[src/rtl/restador_serial.sv]
// ---------------------------------------------------------------------------
// restador_serial
//   Bit-serial ANCHO-bit subtractor computing A - B, one bit pair per clock,
//   LSB first, through a single Restador_Completo full-subtractor cell.
//   The borrow is carried between cycles in a flip-flop and the result word
//   is assembled in a right-shifting register. One subtraction takes
//   ANCHO+2 cycles including the accept edge and the FIN cycle.
//
// Optional feature macro: RESTADOR_SERIAL_DESBORDE_EN
//   When defined, adds the Desborde output (two's-complement overflow of the
//   subtraction), loaded together with Resta.
//
// Parameters
//   ANCHO           operand/result width, ANCHO >= 2
//
// Ports
//   Reloj           in   clock, rising edge
//   Reset           in   asynchronous, active-high reset
//   Inicio          in   start request, only honoured in REPOSO
//   A, B            in   operands, captured on the accepted-Inicio edge
//   Ocupado         out  high while the bits are being computed (RESTANDO)
//   Listo           out  one-cycle pulse, Resta/PrestamoSalida just updated
//   Resta           out  registered A - B mod 2^ANCHO, held until next result
//   PrestamoSalida  out  final borrow (A < B unsigned)
//   Desborde        out  signed overflow (only with RESTADOR_SERIAL_DESBORDE_EN)
// ---------------------------------------------------------------------------

// One-bit full subtractor: R = X - Y - CarrieNEntrada, CarrieNSalida = borrow.
module Restador_Completo (
   input  logic X,
   input  logic Y,
   input  logic CarrieNEntrada,
   output logic R,
   output logic CarrieNSalida
);

   assign R             = X ^ Y ^ CarrieNEntrada;
   assign CarrieNSalida = (~X & Y) | (~(X ^ Y) & CarrieNEntrada);

endmodule

// State table
//   state    | meaning
//   REPOSO   | idle, waiting for Inicio; outputs hold last result
//   RESTANDO | one operand bit pair consumed per edge, LSB first
//   FIN      | result registered, Listo high for this cycle only
module restador_serial #(
   parameter int ANCHO = 8
) (
   input  logic             Reloj,
   input  logic             Reset,
   input  logic             Inicio,
   input  logic [ANCHO-1:0] A,
   input  logic [ANCHO-1:0] B,
   output logic             Ocupado,
   output logic             Listo,
   output logic [ANCHO-1:0] Resta,
`ifdef RESTADOR_SERIAL_DESBORDE_EN
   output logic             PrestamoSalida,
   output logic             Desborde
`else
   output logic             PrestamoSalida
`endif
);

   localparam int CW = (ANCHO > 1) ? $clog2(ANCHO) : 1;
   localparam logic [CW-1:0] ULTIMO = CW'(ANCHO - 1);

   typedef enum logic [1:0] {
      REPOSO   = 2'd0,
      RESTANDO = 2'd1,
      FIN      = 2'd2
   } estado_t;

   estado_t estado, estado_sig;

   logic [ANCHO-1:0] sh_x;
   logic [ANCHO-1:0] sh_y;
   logic [ANCHO-1:0] sh_res;
   logic             prestamo;
   logic [CW-1:0]    cuenta;

   logic             r_bit;
   logic             prestamo_bit;
   logic [ANCHO-1:0] res_sig;
   logic             ultimo;

   Restador_Completo u_restador (
      .X             (sh_x[0]),
      .Y             (sh_y[0]),
      .CarrieNEntrada(prestamo),
      .R             (r_bit),
      .CarrieNSalida (prestamo_bit)
   );

   // The cell output enters at the MSB; after ANCHO shifts bit 0 of the
   // result has reached bit 0 of the register.
   assign res_sig = {r_bit, sh_res[ANCHO-1:1]};
   assign ultimo  = (cuenta == ULTIMO);

   always_ff @(posedge Reloj or posedge Reset) begin
      if (Reset) begin
         estado <= REPOSO;
      end else begin
         estado <= estado_sig;
      end
   end

   always_comb begin
      estado_sig = estado;
      Ocupado    = 1'b0;
      Listo      = 1'b0;
      case (estado)
         REPOSO: begin
            if (Inicio) begin
               estado_sig = RESTANDO;
            end
         end
         RESTANDO: begin
            Ocupado = 1'b1;
            if (ultimo) begin
               estado_sig = FIN;
            end
         end
         FIN: begin
            Listo      = 1'b1;
            estado_sig = REPOSO;
         end
         default: begin
            estado_sig = REPOSO;
         end
      endcase
   end

   always_ff @(posedge Reloj or posedge Reset) begin
      if (Reset) begin
         sh_x           <= '0;
         sh_y           <= '0;
         sh_res         <= '0;
         prestamo       <= 1'b0;
         cuenta         <= '0;
         Resta          <= '0;
         PrestamoSalida <= 1'b0;
      end else begin
         case (estado)
            REPOSO: begin
               if (Inicio) begin
                  sh_x     <= A;
                  sh_y     <= B;
                  sh_res   <= '0;
                  prestamo <= 1'b0;
                  cuenta   <= '0;
               end
            end
            RESTANDO: begin
               sh_x     <= {1'b0, sh_x[ANCHO-1:1]};
               sh_y     <= {1'b0, sh_y[ANCHO-1:1]};
               sh_res   <= res_sig;
               prestamo <= prestamo_bit;
               // Counter saturates at ANCHO-1: the exit edge does not wrap it.
               if (ultimo) begin
                  Resta          <= res_sig;
                  PrestamoSalida <= prestamo_bit;
               end else begin
                  cuenta <= cuenta + 1'b1;
               end
            end
            default: begin
            end
         endcase
      end
   end

`ifdef RESTADOR_SERIAL_DESBORDE_EN
   // Operand sign bits are shifted out during the run, so keep a copy.
   logic [1:0] msb_ab;

   always_ff @(posedge Reloj or posedge Reset) begin
      if (Reset) begin
         msb_ab   <= 2'b00;
         Desborde <= 1'b0;
      end else begin
         if (estado == REPOSO && Inicio) begin
            msb_ab <= {A[ANCHO-1], B[ANCHO-1]};
         end
         if (estado == RESTANDO && ultimo) begin
            // r_bit is the result MSB on the exit edge.
            Desborde <= (msb_ab[1] != msb_ab[0]) && (r_bit != msb_ab[1]);
         end
      end
   end
`endif

endmodule
[config.mk]
export PLATFORM = sky130hd
export DESIGN_NAME = restador_serial
export DESIGN_NICKNAME = d
export VERILOG_FILES = /design/src/rtl/restador_serial.sv
export SDC_FILE = /design/constraint.sdc
export NUM_CORES = 1
export LEC_CHECK = 0
export ABC_AREA = 1
export CAP_MARGIN = 5
export CORE_MARGIN = 3
export CORE_UTILIZATION = 50
export CTS_CLUSTER_DIAMETER = 200
export DETAILED_ROUTE_END_ITERATION = 12
export HOLD_SLACK_MARGIN = 0.05
export PLACE_DENSITY = 0.76
export SLEW_MARGIN = 5
export SYNTH_ARGS = -nofsm -noshare
export SYNTH_HDL_FRONTEND = slang
export SYNTH_SLANG_ARGS = --single-unit
[constraint.sdc]
create_clock -name Reloj -period 2.9 [get_ports Reloj]
set_input_delay 0.29 -clock Reloj [delete_from_list [all_inputs] [get_ports Reloj]]
set_output_delay 0.29 -clock Reloj [all_outputs]
set_load 0.02 [all_outputs]
==> results of run 1 <==
[routing by layer]
| metal | vias to the layer above | wire (um) |
|---|---|---|
| met5 | - | 0 |
| met4 | 0 | 55 |
| met2 | 26 | 1650 |
| li1 | 717 | - |
| met1 | 645 | 1480 |
| met3 | 5 | 173 |
[cell families (layout without fill, tap and decap cells)]
family,after synthesis,after routing,share of synthesized area
simple gates,108,108,0.273
buf+inv,51,79,0.126
flops,38,38,0.497
compound gates,19,19,0.0810
fa+ha+maj,3,3,0.0235
[worst min-delay path, cell delays in order]
cell and delay [ns]:
clkdlybuf4s50_1 0.40, inv_1 0.06, buf_4 0.40
[worst max path at each step]
stage / to / slack, ns
4_1_cts: Ocupado / 0.61
6_report: Ocupado / 0.60
3_3_place_gp: Ocupado / 0.94
5_1_grt: Ocupado / 0.49
2_1_floorplan: Listo / 1.60
3_5_place_dp: Ocupado / 0.91
[layout make-up]
| type | count | area, sq um |
|---|---|---|
| Clock inverter | 1 | 30.0 |
| Multi-Input combinational cell | 130 | 722 |
| Inverter | 41 | 156 |
| Clock buffer | 7 | 76.3 |
| Tap cell | 46 | 57.6 |
| Sequential cell | 38 | 951 |
| Fill cell | 309 | 1230 |
| Timing Repair Buffer | 30 | 298 |
[cell usage in the layout (no fill, tap or decap)]
cell,instances
buf_4,1
nand2_1,69
o21ai_2,16
inv_2,3
fa_1,1
bufinv_16,1
nand3_1,17
inv_1,37
clkbuf_8,5
dfrtp_1,38
nand2_4,1
clkbuf_1,2
nand2_2,4
nand4_1,3
nor2_4,1
o21ai_1,3
nor2_1,3
nand3_2,10
clkdlybuf4s50_1,29
inv_4,1
ha_1,2
[registers in the layout, indices dropped and copies added, names as in the netlist]
signal / flops
sh_y: 8
prestamo: 1
Resta: 8
sh_x: 8
sh_res: 7
PrestamoSalida: 1
estado: 2
cuenta: 3
[stage by stage]
stage          instance area (sq um)  worst slack (ns)
2_1_floorplan                   1910              1.60
3_3_place_gp                    2180             0.938
3_5_place_dp                    2180             0.913
4_1_cts                         2290             0.606
5_1_grt                         2290             0.491
6_report                        2290             0.600
[power by group through the flow]
stage | Combinational [W] | Clock, W | Sequential, W
2_1_floorplan | 0.000798 | 0 | 0.000939
3_3_place_gp | 0.00105 | 0 | 0.000907
3_5_place_dp | 0.00107 | 0 | 0.000914
4_1_cts | 0.00108 | 0.000441 | 0.000908
5_1_grt | 0.00121 | 0.000473 | 0.000934
6_report | 0.00105 | 0.000434 | 0.000906
==> flow_summary.json, run 1 <==
{
  "power.density_nw_per_um2": 1050,
  "drtIter0Drc": 72,
  "syn-num-nets": 241,
  "ys.flop_type": "dfrtp_1",
  "internal-power_w": 0.00146,
  "placed_cells": 285,
  "cp_num_cells": 3,
  "seq_power_share": 0.378,
  "cts-root-buf": "clkbuf_8",
  "place.gp.congestion": 0.784,
  "syn_area_sq_um": 1910,
  "clockBufferDepth": 2,
  "ys_seq_area_frac": 0.497,
  "cp-start-kind": "register",
  "clock_power_share": 0.181,
  "postCtsSetupBuffers": 0,
  "r2r-start": "estado[0]",
  "setup_viol": 0,
  "finClkSkew_ns": 0.00362,
  "cp_slowest_cell": "dfrtp_1",
  "r2r_end": "sh_x[5]",
  "synth_edf_count": 0,
  "setup_tns_ns": 0,
  "yosys_warnings": 0,
  "layout.nets": 268,
  "cts_htree_levels": 2,
  "synth_top_cells_by_count": "nand2_1, dfrtp_1, inv_1",
  "end_kind": "output port",
  "grt_use_met3": 0.0640,
  "ir_drop_uv": 492,
  "status": "complete, no violations",
  "synthTopCellsByArea": "dfrtp_1, nand2_1, o21ai_2, inv_1, nand3_2",
  "path_cells": "inv_4 -> nor2_4 -> clkdlybuf4s50_1",
  "drt_first_pass_iters": 4,
  "routed_via_density": 4.75,
  "maxCapViolations": 0,
  "cts_buffers": 5,
  "use_met2": 0.288,
  "initial_core_util": 0.544,
  "met1_usage": 0.207,
  "hold_viol_final": 0,
  "rr_worst_depth": 4,
  "grt_pass1_vias": 1345,
  "syn2layout_area_growth_pct": 19.7,
  "overflow": 0,
  "die_h_um": 67.9,
  "total_power_w": 0.00240,
  "die-area_sq_um": 4610,
  "crit_family": "flip-flops",
  "io_pins": 30,
  "critical-path-max-stage-delay_ns": 0.75,
  "synth_top_area_frac": 0.497,
  "syn_inst": 219,
  "fin_cells": 293,
  "cp_max_fo": 18,
  "synth.distinct_cells": 19,
  "required_ns": 2.61,
  "reg2reg_slack_ns": 0.97,
  "crit_type": "reg2out",
  "whs_ns": 0.414,
  "final_max_slew_viol_count": 0,
  "grt_pass1_wl_um": 5800,
  "power_frac_comb": 0.440,
  "post_drt_wl_per_cell_um": 11.4,
  "relSlewSlack": 0.580,
  "drive_gt1_frac": 0.174,
  "core_area_sq_um": 3520,
  "hp-class": "in2async",
  "clock_latency_ns": 0.29,
  "dp_hpwl_um": 2250,
  "detail-route-antenna-nets": 0,
  "wirelength_um": 3350,
  "rsz0062_at_grt": "false",
  "avgSynthCellArea_sq_um": 8.74,
  "antenna_found_initial": 0,
  "tightest_slew_ns": 0.630,
  "fmax_mhz": 435,
  "holdBufCountCts": 0,
  "die_w_um": 67.9,
  "switchingPower_w": 0.000936,
  "fin_crit_sh": 0.793,
  "remaining_drc_errors": 0,
  "yosysMostFrequentCell": "nand2_1",
  "async_flop_share": 1.00,
  "path_clk_slew_ns": 0.07,
  "num_rows": 21,
  "period_needed_ns": 2.30,
  "cp.arrival_ns": 2.01,
  "cts_tree": "done",
  "vias": 1393,
  "cts-resized-gates": 0,
  "numPortBuffers": 29,
  "swShare": 0.391,
  "diodes": 0,
  "synth-seq-cells": 38,
  "grt_use_total": 0.174,
  "post-route-util": 0.651,
  "crit_buf_inv": 2,
  "crit_path_start": "estado[0]",
  "yosysTopAreaCell": "dfrtp_1",
  "leakagePower_nw": 1.19,
  "grt_max_degree": 39,
  "busiest_layer": "met2",
  "clkSinkCount": 38
}
No activity file was read; power rests on OpenSTA's default activity.
==> run 2, diff against run 1 <==
- clock period: 2.9 -> 2.26 ns (I/O delays scaled with it)
==> flow_summary.json, run 2 (same netlist as run 1, synthesis figures left out) <==
{
  "crit_family": "buffers and inverters",
  "cts_htree_levels": 2,
  "cts-root-buf": "clkbuf_8",
  "die_w_um": 67.9,
  "routed_via_density": 4.81,
  "tightest_slew_ns": 0.469,
  "total_power_w": 0.00302,
  "maxCapViolations": 0,
  "clock_latency_ns": 0.29,
  "whs_ns": 0.355,
  "layout.cells.most_common": "nand2_1",
  "wl_met1_um": 1560,
  "routed.top_layer": "met4",
  "power_frac_comb": 0.473,
  "ir_drop_uv": 626,
  "post_drt_wl_per_cell_um": 11.7,
  "clkSinkCount": 38,
  "internal-power_w": 0.00179,
  "grt_pass1_wl_um": 5970,
  "detail-route-antenna-nets": 0,
  "period_needed_ns": 1.88,
  "fin_cells": 297,
  "setup_viol": 0,
  "dp_hpwl_um": 2480,
  "finClkSkew_ns": 0.00742,
  "cts_buffers": 5,
  "relSlewSlack": 0.687,
  "vias": 1430,
  "seq_power_share": 0.381,
  "num_rows": 21,
  "die-area_sq_um": 4610,
  "clockBufferDepth": 2,
  "end_kind": "output port",
  "final_max_slew_viol_count": 0,
  "die_h_um": 67.9,
  "cp_slowest_cell": "clkdlybuf4s50_1",
  "cts_tree": "done",
  "holdBufCountCts": 0,
  "status": "complete, no violations",
  "switchingPower_w": 0.00122,
  "grt_use_total": 0.175,
  "fmax_mhz": 532,
  "layout.nets": 273,
  "grt_pass1_vias": 1374,
  "diodes": 0,
  "numPortBuffers": 29,
  "fin_crit_sh": 0.831,
  "hold_viol_final": 0,
  "rsz0062_at_grt": "false",
  "drt_first_pass_iters": 6,
  "critical-path-max-stage-delay_ns": 0.56,
  "cp-start-kind": "register",
  "overflow": 0,
  "wl_met2_um": 1680,
  "crit_buf_inv": 2,
  "remaining_drc_errors": 0,
  "drtIter0Drc": 66,
  "crit_type": "reg2out",
  "wl_met3_um": 148,
  "path_clk_slew_ns": 0.08,
  "num-fill-cells": 317,
  "final_cell_mix": "nand2_1, dfrtp_1, inv_1",
  "seq_area_sq_um": 951,
  "drive_gt1_frac": 0.195,
  "wirelength_um": 3470,
  "setup_tns_ns": 0,
  "grt_max_degree": 39,
  "initial_core_util": 0.544,
  "top_regs": "Resta (8), sh_x (8), sh_y (8)",
  "cp.arrival_ns": 1.65,
  "cts-resized-gates": 0,
  "placed_cells": 290,
  "clock_power_share": 0.146,
  "multi_input_area_sq_um": 722,
  "io_pins": 30,
  "cp_max_fo": 20,
  "required_ns": 2.03,
  "hp-class": "in2async",
  "power.density_nw_per_um2": 1310,
  "core_area_sq_um": 3520,
  "place.gp.congestion": 0.733,
  "postCtsSetupBuffers": 0,
  "leakagePower_nw": 1.20,
  "swShare": 0.406,
  "syn2layout_area_growth_pct": 20.2,
  "path_cells": "inv_2 -> nor2_1 -> clkdlybuf4s50_1",
  "antenna_found_initial": 0
}
-- run 2: routing by layer --
layer | track usage | vias to the layer above
met5 | 0 | -
met4 | 0.0893 | 0
met3 | 0.0411 | 7
met2 | 0.293 | 29
met1 | 0.210 | 665
li1 | - | 729
-- run 2: area by class of cell --
class,count,share of cell area
inverters,41,0.0680
well taps,46,0.0250
clock buffers,5,0.0299
flip-flops and latches,38,0.413
clock inverters,2,0.00435
multi-input cells,130,0.314
repair buffers,35,0.146
-- run 2: power by group through the flow --
stage / logic, W / clock network (W) / registers (W)
after CTS: 0.00145 / 0.000451 / 0.00115
final: 0.00143 / 0.000440 / 0.00115
after global placement: 0.00141 / 0 / 0.00115
after global routing: 0.00161 / 0.000480 / 0.00119
after detailed placement: 0.00145 / 0 / 0.00116
after floorplan: 0.00102 / 0 / 0.00120
-- run 2: tightest hold or removal path: stages --
cell and delay [ns]:
clkdlybuf4s50_1 0.40, inv_1 0.05, buf_4 0.41
-- run 2: worst paths after layout --
check / end / startpoint / cells past startpoint / slack [ns]
max: Listo / estado[1] / 3 / 0.38
min: Resta[2] / Reset / 3 / 0.35
max reg2reg: Resta[1] / cuenta[0] / 5 / 0.78
min reg2reg: cuenta[2] / cuenta[2] / 2 / 0.48
max in group asynchronous: estado[0] / Reset / 3 / 1.58
min in group Reloj: cuenta[2] / cuenta[2] / 2 / 0.48
-- run 2: per-stage QoR --
step | setup WS, ns | cell area, sq um | utilization
4_1_cts | 0.377 | 2300 | 0.654
3_5_place_dp | 0.705 | 2220 | 0.631
2_1_floorplan | 0.980 | 1910 | -
6_report | 0.382 | 2300 | 0.654
5_1_grt | 0.316 | 2300 | 0.654
3_3_place_gp | 0.734 | 2220 | 0.631
==> RTL change: new RTL, settings of run 2 <==
Put one more register stage on the output `PrestamoSalida`. The value now appears one clock later. The other outputs are not delayed to match. Comments in the files are not updated.
--- a/src/rtl/restador_serial.sv
+++ b/src/rtl/restador_serial.sv
@@ -73,4 +73,6 @@
    } estado_t;
 
+   logic PrestamoSalida_s0;
+
    estado_t estado, estado_sig;
 
@@ -141,5 +143,5 @@
          cuenta         <= '0;
          Resta          <= '0;
-         PrestamoSalida <= 1'b0;
+         PrestamoSalida_s0 <= 1'b0;
       end else begin
          case (estado)
@@ -161,5 +163,5 @@
                if (ultimo) begin
                   Resta          <= res_sig;
-                  PrestamoSalida <= prestamo_bit;
+                  PrestamoSalida_s0 <= prestamo_bit;
                end else begin
                   cuenta <= cuenta + 1'b1;
@@ -192,3 +194,7 @@
 `endif
 
+   always_ff @(posedge Reloj) begin
+      PrestamoSalida <= PrestamoSalida_s0;
+   end
+
 endmodule
Formal check against the unedited RTL: not equivalent (Yosys sat finds a counterexample within 10 cycles, from zero or initial values and one cycle with Reset high).
==> RTL change against run 2 <==
Maximum frequency decreased by 2.9%. Power increased by 1.1%. Synthesized area increased by 1.0%. Worst hold slack got worse by 0.0084 ns. Non-clock buffer count decreased by 1. Design area increased by 0.98%. Sequential cell count increased by 1. Worst setup slack got worse by 0.056 ns. Routed wire length decreased by 3.9%. Synthesized cell count increased by 0.46%. Sequential share of layout area increased by 0.46 points. Largest power group unchanged.
==> RTL change: results (changes against run 2) <==
Layout
  • Final standard cell count with taps included and fillers excluded: 298 (was 297)
  • Register area: 971 um2 (was 951 um2)
  • Layout cell share with drive strength beyond 1: 0.194 (was 0.195)
  • Antenna diode count: 0 (unchanged)
  • Filler cells: 333 (was 317)
  • Clock network area share: 0.0382 (was 0.0343)
  • Non-clk bufs: 34 (was 35)
  • Non-Clock Buffer Area Fraction: 0.141 (was 0.146)
  • Synthesis-to-finish area growth: 20.1% (was 20.2%)

Place
  • Gp weighted congestion: 0.825 (was 0.733)
  • Area of placed instances: 2230 um2 (was 2220 um2)
  • Post-DP HPWL: 2.31 mm (was 2.48 mm)
  • Quantity of I/O buffers inserted on ports: 29 (unchanged)
  • Setup Slack @ Placement: 0.653 ns (was 0.705 ns)

Logic synthesis
  • Top cells by area, synth: dfrtp_1 49%, nand2_1 13%, o21ai_2 7.2% (was dfrtp_1 50%, nand2_1 14%, o21ai_2 7.3%)
  • Sequential-to-total area share from yosys stat: 0.502 (was 0.497)
  • Total nets after synthesis: 242 (was 241)
  • Synth async-reset ratio: 0.974 (was 1.00)
  • Mapped Cells: 220 (was 219)

Global route
  • GRT Overall Usage: 0.175 (about the same)
  • Number of global-route vias before repair: 1352 (was 1374)
  • Global-route wire length before repair: 5.96 mm (was 5.97 mm)

Power and ir drop
  • Worst-case vdd ir drop: 0.543 mV (was 0.626 mV)
  • Internal power: 1820 uW (was 1790 uW)
  • Clock power frac: 0.150 (was 0.146)
  • Clock-net power: 458 uW (was 440 uW)
  • Sequential group share of total power: 0.385 (was 0.381)

CTS
  • Number of sinks driven by the clock tree: 39 (was 38)
  • Post-cts sizing count: 0 (unchanged)

Worst setup path
  • Arrival @ worst endpoint: 1.71 ns (was 1.65 ns)
  • Largest fanout on the critical path: 12 (was 20)
  • Biggest cell delay along the critical path: 0.61 ns (was 0.56 ns)

Route
  • Initial drt markers: 81 (was 66)
  • Routed wirelength normalized by instance count: 11.2 um (was 11.7 um)
  • Detailed Routing Iterations Pass 1: 4 (was 6)
  • Met3 wire length: 154 um (was 148 um)
  • Metal-1 WL: 1.50 mm (was 1.56 mm)
  • WL met2: 1.62 mm (was 1.68 mm)

Outcome
  • Run status: complete, no violations (unchanged)

Timing
  • Worst rel slew slack: 0.689 (was 0.687)
  • Final clock skew: 0.00656 ns (was 0.00742 ns)
==> RTL change: layer usage <==
| metal | vias to the layer above | global-route usage |
|---|---|---|
| met5 | - | 0 |
| met4 | 0 | 0.0596 |
| li1 | 730 | - |
| met3 | 6 | 0.0493 |
| met2 | 29 | 0.295 |
| met1 | 660 | 0.214 |
==> RTL change: cell families (layout without fill, tap and decap cells) <==
logic type	after synthesis	in the layout	synth area share
simple gates	108	108	0.270
compound gates	19	19	0.0802
buf+inv	51	83	0.125
flops	39	39	0.502
fa+ha+maj	3	3	0.0233
==> RTL change: path summary, 6_finish.rpt <==
kind / from / to / slack [ns] / cells past startpoint
worst min register to register: PrestamoSalida_s0 / PrestamoSalida / 0.37 / 0
max in group asynchronous: Reset / Resta[4] / 1.58 / 3
worst max register to register: estado[0] / PrestamoSalida_s0 / 0.79 / 6
worst min-delay path: Reset / PrestamoSalida_s0 / 0.35 / 3
min in group Reloj: PrestamoSalida_s0 / PrestamoSalida / 0.37 / 0
worst max-delay path: estado[0] / Listo / 0.33 / 3
